==> config.mk <==
export PLATFORM = sky130hd
export DESIGN_NAME = cop0_write_sequencer_flat
export DESIGN_NICKNAME = d
export VERILOG_FILES = /design/src/rtl/cop0_write_sequencer_if.sv /design/src/rtl/cop0_write_sequencer.sv /design/src/flat_wrapper.sv
export SDC_FILE = /design/constraint.sdc
export NUM_CORES = 1
export LEC_CHECK = 0
export ABC_AREA = 1
export ABC_CLOCK_PERIOD_IN_PS = 1770
export BUFFER_PORTS_ARGS = -buffer_cell sky130_fd_sc_hd__buf_2
export CORE_MARGIN = 5
export CORE_UTILIZATION = 42
export DETAILED_ROUTE_END_ITERATION = 10
export PLACE_DENSITY_LB_ADDON = 0.08
export SYNTH_ARGS = -nofsm -noshare
export SYNTH_HDL_FRONTEND = slang
export SYNTH_SLANG_ARGS = --single-unit
==> constraint.sdc <==
create_clock -name clk -period 1.77 [get_ports clk]
set_input_delay 0.177 -clock clk [delete_from_list [all_inputs] [get_ports clk]]
set_output_delay 0.177 -clock clk [all_outputs]
set_load 0.03 [all_outputs]
==> src/rtl/cop0_write_sequencer_if.sv <==
// ---------------------------------------------------------------------------
// selector package + cop0_write_sequencer_if
//
// Purpose: the shared COP0 mux select encoding and the request/write bus of
// the COP0 write sequencer.
//
// Interface signals:
//   exc_req/exc_code/exc_pc/exc_bd  exception request (held until exc_ack)
//   eret_req                        ERET request (held until eret_ack)
//   op_req/op_src/op_addr           single-cycle COP0 op request
//   status                          current Status register value
//   mux_y/mux_wmask                 data / write mask from the COP0 mux
//   exc_ack/eret_ack/op_ack         one-cycle grant pulses
//   cop0_src                        select driven to the COP0 mux
//   cop0_we/waddr/wdata/wmask       register-file write port
//   stall/redirect/redirect_errorepc  pipeline control
// Modports: slave = sequencer side, master = pipeline/requester side.
// ---------------------------------------------------------------------------
package selector;
  typedef enum logic [2:0] {
    COP0_SRC_RT          = 3'd0,
    COP0_SRC_LLADDR      = 3'd1,
    COP0_SRC_STATUS_EI   = 3'd2,
    COP0_SRC_STATUS_DI   = 3'd3,
    COP0_SRC_STATUS_EXL  = 3'd4,
    COP0_SRC_STATUS_ERET = 3'd5
  } cop0_source;
endpackage

interface cop0_write_sequencer_if;
  logic                 exc_req;
  logic [4:0]           exc_code;
  logic [31:0]          exc_pc;
  logic                 exc_bd;
  logic                 eret_req;
  logic                 op_req;
  selector::cop0_source op_src;
  logic [4:0]           op_addr;
  logic [31:0]          status;
  logic [31:0]          mux_y;
  logic [31:0]          mux_wmask;
  logic                 exc_ack;
  logic                 eret_ack;
  logic                 op_ack;
  selector::cop0_source cop0_src;
  logic                 cop0_we;
  logic [4:0]           cop0_waddr;
  logic [31:0]          cop0_wdata;
  logic [31:0]          cop0_wmask;
  logic                 stall;
  logic                 redirect;
  logic                 redirect_errorepc;

  modport slave (
    input  exc_req, exc_code, exc_pc, exc_bd, eret_req, op_req, op_src,
           op_addr, status, mux_y, mux_wmask,
    output exc_ack, eret_ack, op_ack, cop0_src, cop0_we, cop0_waddr,
           cop0_wdata, cop0_wmask, stall, redirect, redirect_errorepc
  );

  modport master (
    output exc_req, exc_code, exc_pc, exc_bd, eret_req, op_req, op_src,
           op_addr, status, mux_y, mux_wmask,
    input  exc_ack, eret_ack, op_ack, cop0_src, cop0_we, cop0_waddr,
           cop0_wdata, cop0_wmask, stall, redirect, redirect_errorepc
  );
endinterface

==> src/rtl/cop0_write_sequencer.sv <==
// ---------------------------------------------------------------------------
// cop0_write_sequencer
//
// Purpose: single-port write scheduler for the COP0 register file. Arbitrates
// exception entry > ERET > single-cycle COP0 ops, sequences exception entry as
// an EPC -> Cause -> Status write burst with stall and a redirect pulse.
//
// Ports:
//   clk      rising-edge clock
//   reset_n  asynchronous active-low reset
//   bus      cop0_write_sequencer_if.slave (requests, mux feedback, write port)
//
// Optional feature macro: COP0_SEQ_NESTED_EPC_EN
//   defined   : EPC write is skipped when Status.EXL is already set at accept
//   undefined : EPC is always written
//
// Grants and the op write path are combinational from the request because an
// op must be acked and written in the cycle it is presented, and the written
// data comes back from the external mux that this block steers.
// ---------------------------------------------------------------------------
module cop0_write_sequencer #(
  parameter logic [4:0] EPC_ADDR    = 5'd14,
  parameter logic [4:0] CAUSE_ADDR  = 5'd13,
  parameter logic [4:0] STATUS_ADDR = 5'd12
) (
  input logic               clk,
  input logic               reset_n,
  cop0_write_sequencer_if.slave bus
);
  import selector::*;

  localparam int STATUS_EXL_BIT = 1;
  localparam int STATUS_ERL_BIT = 2;
  localparam logic [31:0] CAUSE_WMASK = 32'h8000_007C;

`ifdef COP0_SEQ_NESTED_EPC_EN
  localparam logic NESTED_EPC_EN = 1'b1;
`else
  localparam logic NESTED_EPC_EN = 1'b0;
`endif

  typedef enum logic [2:0] {
    IDLE        = 3'd0,
    EXC_EPC     = 3'd1,
    EXC_CAUSE   = 3'd2,
    EXC_STATUS  = 3'd3,
    ERET_STATUS = 3'd4
  } state_t;

  state_t      state_r;
  logic [31:0] epc_r;
  logic [4:0]  code_r;
  logic        bd_r;

  logic        exc_ack_s;
  logic        eret_ack_s;
  logic        op_ack_s;
  cop0_source  cop0_src_s;
  logic        cop0_we_s;
  logic [4:0]  cop0_waddr_s;
  logic [31:0] cop0_wdata_s;
  logic [31:0] cop0_wmask_s;
  logic        stall_s;
  logic        redirect_s;
  logic        redirect_errorepc_s;

  // A delay-slot fault restarts at the branch, one word earlier.
  function automatic logic [31:0] epc_value(input logic [31:0] pc, input logic bd);
    return bd ? (pc - 32'd4) : pc;
  endfunction

  // Cause layout: BD in bit 31, ExcCode in bits 6:2.
  function automatic logic [31:0] cause_word(input logic bd, input logic [4:0] code);
    return {bd, 24'd0, code, 2'b00};
  endfunction

  // State register and captured exception context.
  always_ff @(posedge clk or negedge reset_n) begin
    if (!reset_n) begin
      state_r <= IDLE;
      epc_r   <= 32'd0;
      code_r  <= 5'd0;
      bd_r    <= 1'b0;
    end else begin
      case (state_r)
        IDLE: begin
          if (bus.exc_req) begin
            epc_r  <= epc_value(bus.exc_pc, bus.exc_bd);
            code_r <= bus.exc_code;
            bd_r   <= bus.exc_bd;
            // Nested exception keeps the outer EPC intact.
            if (NESTED_EPC_EN && bus.status[STATUS_EXL_BIT]) begin
              state_r <= EXC_CAUSE;
            end else begin
              state_r <= EXC_EPC;
            end
          end else if (bus.eret_req) begin
            state_r <= ERET_STATUS;
          end else begin
            state_r <= IDLE;
          end
        end
        EXC_EPC:     state_r <= EXC_CAUSE;
        EXC_CAUSE:   state_r <= EXC_STATUS;
        EXC_STATUS:  state_r <= IDLE;
        ERET_STATUS: state_r <= IDLE;
        default:     state_r <= IDLE;
      endcase
    end
  end

  // Grant, write-port and pipeline-control decode.
  always_comb begin
    exc_ack_s           = 1'b0;
    eret_ack_s          = 1'b0;
    op_ack_s            = 1'b0;
    cop0_src_s          = COP0_SRC_RT;
    cop0_we_s           = 1'b0;
    cop0_waddr_s        = 5'd0;
    cop0_wdata_s        = 32'd0;
    cop0_wmask_s        = 32'd0;
    stall_s             = 1'b0;
    redirect_s          = 1'b0;
    redirect_errorepc_s = 1'b0;
    case (state_r)
      IDLE: begin
        if (bus.exc_req) begin
          exc_ack_s = 1'b1;
          stall_s   = 1'b1;
        end else if (bus.eret_req) begin
          eret_ack_s = 1'b1;
          stall_s    = 1'b1;
        end else if (bus.op_req) begin
          op_ack_s     = 1'b1;
          cop0_src_s   = bus.op_src;
          cop0_we_s    = 1'b1;
          cop0_waddr_s = bus.op_addr;
          cop0_wdata_s = bus.mux_y;
          cop0_wmask_s = bus.mux_wmask;
        end else begin
          cop0_src_s = COP0_SRC_RT;
        end
      end
      EXC_EPC: begin
        stall_s      = 1'b1;
        cop0_we_s    = 1'b1;
        cop0_waddr_s = EPC_ADDR;
        cop0_wdata_s = epc_r;
        cop0_wmask_s = 32'hFFFF_FFFF;
      end
      EXC_CAUSE: begin
        stall_s      = 1'b1;
        cop0_we_s    = 1'b1;
        cop0_waddr_s = CAUSE_ADDR;
        cop0_wdata_s = cause_word(bd_r, code_r);
        cop0_wmask_s = CAUSE_WMASK;
      end
      // Final burst states drop stall so fetch resumes with the redirect.
      EXC_STATUS: begin
        cop0_src_s   = COP0_SRC_STATUS_EXL;
        cop0_we_s    = 1'b1;
        cop0_waddr_s = STATUS_ADDR;
        cop0_wdata_s = bus.mux_y;
        cop0_wmask_s = bus.mux_wmask;
        redirect_s   = 1'b1;
      end
      ERET_STATUS: begin
        cop0_src_s          = COP0_SRC_STATUS_ERET;
        cop0_we_s           = 1'b1;
        cop0_waddr_s        = STATUS_ADDR;
        cop0_wdata_s        = bus.mux_y;
        cop0_wmask_s        = bus.mux_wmask;
        redirect_s          = 1'b1;
        redirect_errorepc_s = bus.status[STATUS_ERL_BIT];
      end
      default: begin
        cop0_src_s = COP0_SRC_RT;
      end
    endcase
  end

  assign bus.exc_ack           = exc_ack_s;
  assign bus.eret_ack          = eret_ack_s;
  assign bus.op_ack            = op_ack_s;
  assign bus.cop0_src          = cop0_src_s;
  assign bus.cop0_we           = cop0_we_s;
  assign bus.cop0_waddr        = cop0_waddr_s;
  assign bus.cop0_wdata        = cop0_wdata_s;
  assign bus.cop0_wmask        = cop0_wmask_s;
  assign bus.stall             = stall_s;
  assign bus.redirect          = redirect_s;
  assign bus.redirect_errorepc = redirect_errorepc_s;

endmodule

==> src/flat_wrapper.sv <==
// flat-port wrapper written by rule: the top's interface ports become plain ports
module cop0_write_sequencer_flat import selector::*;
#(
  parameter logic [4:0] EPC_ADDR    = 5'd14,
  parameter logic [4:0] CAUSE_ADDR  = 5'd13,
  parameter logic [4:0] STATUS_ADDR = 5'd12
)
  (clk, reset_n, bus_exc_req, bus_exc_code, bus_exc_pc, bus_exc_bd, bus_eret_req, bus_op_req, bus_op_src, bus_op_addr, bus_status, bus_mux_y, bus_mux_wmask, bus_exc_ack, bus_eret_ack, bus_op_ack, bus_cop0_src, bus_cop0_we, bus_cop0_waddr, bus_cop0_wdata, bus_cop0_wmask, bus_stall, bus_redirect, bus_redirect_errorepc);
  cop0_write_sequencer_if bus_i ();
  input logic clk;
  input logic reset_n;
  input wire logic [$bits(bus_i.exc_req)-1:0] bus_exc_req;
  input wire logic [$bits(bus_i.exc_code)-1:0] bus_exc_code;
  input wire logic [$bits(bus_i.exc_pc)-1:0] bus_exc_pc;
  input wire logic [$bits(bus_i.exc_bd)-1:0] bus_exc_bd;
  input wire logic [$bits(bus_i.eret_req)-1:0] bus_eret_req;
  input wire logic [$bits(bus_i.op_req)-1:0] bus_op_req;
  input wire logic [$bits(bus_i.op_src)-1:0] bus_op_src;
  input wire logic [$bits(bus_i.op_addr)-1:0] bus_op_addr;
  input wire logic [$bits(bus_i.status)-1:0] bus_status;
  input wire logic [$bits(bus_i.mux_y)-1:0] bus_mux_y;
  input wire logic [$bits(bus_i.mux_wmask)-1:0] bus_mux_wmask;
  output wire logic [$bits(bus_i.exc_ack)-1:0] bus_exc_ack;
  output wire logic [$bits(bus_i.eret_ack)-1:0] bus_eret_ack;
  output wire logic [$bits(bus_i.op_ack)-1:0] bus_op_ack;
  output wire logic [$bits(bus_i.cop0_src)-1:0] bus_cop0_src;
  output wire logic [$bits(bus_i.cop0_we)-1:0] bus_cop0_we;
  output wire logic [$bits(bus_i.cop0_waddr)-1:0] bus_cop0_waddr;
  output wire logic [$bits(bus_i.cop0_wdata)-1:0] bus_cop0_wdata;
  output wire logic [$bits(bus_i.cop0_wmask)-1:0] bus_cop0_wmask;
  output wire logic [$bits(bus_i.stall)-1:0] bus_stall;
  output wire logic [$bits(bus_i.redirect)-1:0] bus_redirect;
  output wire logic [$bits(bus_i.redirect_errorepc)-1:0] bus_redirect_errorepc;
  assign bus_i.exc_req = bus_exc_req;
  assign bus_i.exc_code = bus_exc_code;
  assign bus_i.exc_pc = bus_exc_pc;
  assign bus_i.exc_bd = bus_exc_bd;
  assign bus_i.eret_req = bus_eret_req;
  assign bus_i.op_req = bus_op_req;
  assign bus_i.op_src = bus_op_src;
  assign bus_i.op_addr = bus_op_addr;
  assign bus_i.status = bus_status;
  assign bus_i.mux_y = bus_mux_y;
  assign bus_i.mux_wmask = bus_mux_wmask;
  assign bus_exc_ack = bus_i.exc_ack;
  assign bus_eret_ack = bus_i.eret_ack;
  assign bus_op_ack = bus_i.op_ack;
  assign bus_cop0_src = bus_i.cop0_src;
  assign bus_cop0_we = bus_i.cop0_we;
  assign bus_cop0_waddr = bus_i.cop0_waddr;
  assign bus_cop0_wdata = bus_i.cop0_wdata;
  assign bus_cop0_wmask = bus_i.cop0_wmask;
  assign bus_stall = bus_i.stall;
  assign bus_redirect = bus_i.redirect;
  assign bus_redirect_errorepc = bus_i.redirect_errorepc;
  cop0_write_sequencer #(.EPC_ADDR(EPC_ADDR), .CAUSE_ADDR(CAUSE_ADDR), .STATUS_ADDR(STATUS_ADDR)) u_core (.clk(clk), .reset_n(reset_n), .bus(bus_i));
endmodule
-- After elaboration in Yosys (flattened, before gate mapping)
Cells that the tools add are included.
- flip-flop bits (word level): 41
- input bits: 147
- $add $sub $neg: 1
- equal/unequal tests: 4
- multiplexer cells: 34
- reductions and logical operators: 5
- operator list (operator ; count):
    $pmux W32 S4 ; 2
    $mux W32 ; 7
    $sub A32 B3 Y32 const B ; 1
    $pmux W5 S4 ; 1
    $pmux W3 S3 ; 2
    $mux W3 ; 5
    $mux W5 ; 3
    $mux W1 ; 12
    $eq A3 B2 Y1 const B ; 2
    $pmux W1 S2 ; 2
    $reduce_or A2 Y1 ; 2
    $reduce_or A4 Y1 ; 1
    $eq A3 B1 Y1 const B ; 1
    $eq A3 B3 Y1 const B ; 1
    $logic_not A3 Y1 ; 1
    $reduce_and A2 Y1 ; 1

-- Depth between registers and ports, before layout
- depth after elaboration: 4
- gate-level depth with buffers: 11

-- Worst setup path after synthesis
Ideal clock, no wire load.
- path kind: reg2out
- from: register u_core.state_r[1]
- to: output bus_cop0_wmask[10]
- data arrival time: 1598 ps
- required time: 1593 ps
- path slack: -5 ps
- cell stages (with the launch flop): 8
- path buffers: 2
- cell sequence: dfrtp_1 nor2_4 nand4_2 nand2_2 buf_6 buf_6 nand2_1 a21oi_1
- longest elaborated chain between the ends: 3
- elaborated cells between the ends (all ways): 7
- ends and longest elaborated chain (what ; RTL line ; text):
    start, declared ; cop0_write_sequencer.sv:50 ; state_t state_r;
    start signal, assigned ; cop0_write_sequencer.sv:80 ; state_r <= IDLE;
    start signal, assigned ; cop0_write_sequencer.sv:93 ; state_r <= EXC_CAUSE;
    start signal, assigned ; cop0_write_sequencer.sv:95 ; state_r <= EXC_EPC;
    $eq A3 B2 Y1 / $eq A3 B3 Y1 (equally long branches) ; cop0_write_sequencer.sv:125 ; case (state_r)
    $reduce_or A2 Y1 (no line) ; - ;
    $pmux W32 S4 (*) ; cop0_write_sequencer.sv:125 ;
    end, declared ; flat_wrapper.sv:30 ; output wire logic [$bits(bus_i.cop0_wmask)-1:0] bus_cop0_wmask;
Every way passes the cells marked *; elsewhere a longest branch is shown, timed or not.

-- Worst setup path in the final report
- from: register u_core.state_r[1]
- to: output bus_cop0_wmask[17]
The elaborated chain is that of the path after synthesis.

==> qor.yml <==
cp_slowest_cell: "dfrtp_1"
seq_area_sq_mm: 0.00103
grt_pass1_wl_mm: 20.0
routabilityCongestion: 0.960
syn_avg_cell_area_sq_um: 6.35
yosys.area.top_type: "dfrtp_1"
rsz0062_at_grt: "yes"
dpl.hpwl_mm: 9.62
cp.buffers_inverters: 3
placed_area_sq_mm: 0.00439
io_pins: 226
arrival_ns: 1.80
status: "complete, but fails checks"
clock_sinks: 41
cts_tree: "done"
drc: 0
r2r_slack_ns: 0.08
syn_inst: 519
cts_buffers: 5
cp_common_cell: "buf_6"
synth_edf_count: 0
first_global_vias: 4019
multi_input_area_sq_mm: 0.00210
p_per_area_mw_per_mm2: 2000
synth_cell_types: 30
timing.rr.end: "u_core.epc_r[20]$_DFFE_PN0P_"
worst_slack_ns: -0.208
vias_per_cell: 5.03
num_vias: 4156
clk_latency_ns: 0.29
critPathLaunchType: "flop"
p_leak_nw: 2.73
synth_most_common_cell: "nand2_1"
port-buffer-count: 194
slowest_delay_ns: 0.43
cp-startpoint: "u_core.state_r[1]$_DFF_PN0_"
die_h_um: 98.6
synth.top_cell.area_share_pct: 31.2
detail-route-antenna-nets: 0
cts_buffer_depth: 2
setup_viol: 69
nNetsFinal: 872
ys_top_cells_by_area: "dfrtp_1 (31%), nand2_1 (20%), nor2_1 (7.2%)"
dr.pass1.iters: 4
chipWidth_um: 98.6
grt_antenna_before_repair: 0
final_cells: 827
rr_startpoint: "u_core.state_r[1]$_DFF_PN0_"
wl_per_cell_um: 15.9
core-area_sq_mm: 0.00769
r2r_cells: 9
violations: "setup timing"
hold_depth: 3
path_clk_slew_ns: 0.08
synth_nets: 667
final_cell_area_sq_mm: 0.00529
crit_end: "bus_cop0_wmask[17]"
synth_area_sq_mm: 0.00329
async_flop_share_pct: 100
cp_cell_sequence: "nor2_4, a22oi_2, buf_6, nand2_8, buf_16, nand2_1, a21oi_2, buf_6"
crit_path_end_kind: "primary output"
initial_core_util_pct: 42.8
hold_viol_final: 0
cts-root-buf: "clkbuf_8"
diodes: 0
fin_crit_sh_pct: 112
slew_headroom_pct: 65.4
path_delay_family: "buffers and inverters"
cap_violations: 0
cp.required_ns: 1.59
die_area_sq_mm: 0.00971
drtIter0Drc: 199
gr-usage-all-layers_pct: 25.1
cts.htree.levels: 2
synth-seq-cells: 41
yosysWarnings: 0
hold_path_class: "primary input to flop"
finClkSkew_ns: 0.0133
grt.overflow.total: 0
drive_gt1_share_pct: 38.8
cp_num_cells: 8
dpl.cell_count: 804
synthTopCellsByCount: "nand2_1 (177), nor2_1 (63), inv_1 (55), dfrtp_1 (41), nand3_1 (34)"
ir_worst_vdd_mv: 0.924
yosysSeqAreaShare_pct: 31.2
worstSetupPathType: "flop to primary output"
routed_wirelength_mm: 13.1
areaGrowthSynthToFinish_pct: 60.6
cp_max_fo: 11
period_needed_ns: 1.98
drv_slew: 0
worst_slew_pin_slew_ns: 0.519
fillers: 664
synth_flop_cell: "dfrtp_1"
grt_max_degree: 46
fmax_ghz: 0.506
rows: 32
-- worst min path at each step --
stage / startpoint / endpoint / slack [ns]
floorplan: reset_n / u_core.bd_r$_DFFE_PN0P_ / -0.12
global placement: reset_n / u_core.epc_r[20]$_DFFE_PN0P_ / 0.27
detailed placement: reset_n / u_core.epc_r[3]$_DFFE_PN0P_ / 0.27
CTS: bus_exc_code[3] / u_core.code_r[3]$_DFFE_PN0P_ / 0.08
global route: bus_exc_code[3] / u_core.code_r[3]$_DFFE_PN0P_ / 0.08
finish: bus_exc_code[3] / u_core.code_r[3]$_DFFE_PN0P_ / 0.09
-- flip-flops by register name, summed over array words and instances (netlist names) --
register,cells
u_core.code_r,5
u_core.epc_r,32
u_core.bd_r,1
u_core.state_r,3
-- metal layers --
metal	global-route usage [%]	share of wire [%]	vias to the layer above
li1	-	-	2078
met1	30.9	40	1916
met2	45.3	52	146
met3	3.89	6.2	16
met4	7.14	1.9	0
met5	0	0	-
-- power by group --
part	leakage, nW	switching (mW)	internal, mW
Combinational	2.16	4.79	3.37
Sequential	0.508	0.258	1.38
Clock	0.0585	0.314	0.460
-- cells in the final DEF (no fill, tap or decap), types with 8 or more instances in the layout --
| master | instances |
|---|---|
| buf_4 | 29 |
| xor2_1 | 12 |
| buf_6 | 55 |
| o21ai_1 | 8 |
| nand2_2 | 9 |
| a21oi_2 | 24 |
| nor2_1 | 60 |
| o21ai_0 | 21 |
| nand2_1 | 168 |
| dfrtp_1 | 40 |
| a22o_1 | 22 |
| inv_1 | 50 |
| nand3_1 | 34 |
| buf_2 | 123 |
-- cells by family (layout without fill, tap and decap cells) --
logic type,count (synthesis),count (layout),share of synthesized area [%]
AND/OR/NAND/NOR,292,293,36.8
AO/OA/AOI/OAI,93,93,18.0
buffers and inverters,80,285,10.5
flip-flops,41,41,31.2
XOR/XNOR,12,12,3.19
adder cells (fa/ha/maj),1,1,0.380
-- tightest hold or removal path, cell delays in order --
cell and delay [ns]:
buf_2 0.08, nand2_1 0.04, nand2_1 0.05
-- through the flow --
stage          hold WS (ns)  total power, mW  setup WS, ns  TNS (ns)  util [%]
2_1_floorplan        -0.119             5.90      -0.00534   -0.0214         -
3_3_place_gp          0.270             7.54        0.0220         0      57.1
3_5_place_dp          0.273             7.63       -0.0542    -0.660      57.1
4_1_cts              0.0823             9.85        -0.182    -10.37      65.1
5_1_grt              0.0831             11.1        -0.292    -17.42      68.8
6_report             0.0883             10.6        -0.208    -11.80      68.8
-- final cells by class --
| class | count | share of cell area [%] |
|---|---|---|
| Clock buffer | 7 | 1.63 |
| Clock inverter | 1 | 0.568 |
| Inverter | 59 | 4.52 |
| Multi-Input combinational cell | 399 | 39.7 |
| Sequential cell | 41 | 19.4 |
| Tap cell | 102 | 2.41 |
| Timing Repair Buffer | 218 | 31.7 |
-- repair_timing --
item                                    in CTS  in global routing
resized for setup                          128                 59
hold buffers                                 1                  0
setup buffers                                7                  2
endpoints found under the setup margin      70                 82
pin swaps                                    5                  5
hold endpoints to repair                    41                  0
gates cloned                                 2                  3
No activity file was read; power rests on OpenSTA's default activity.
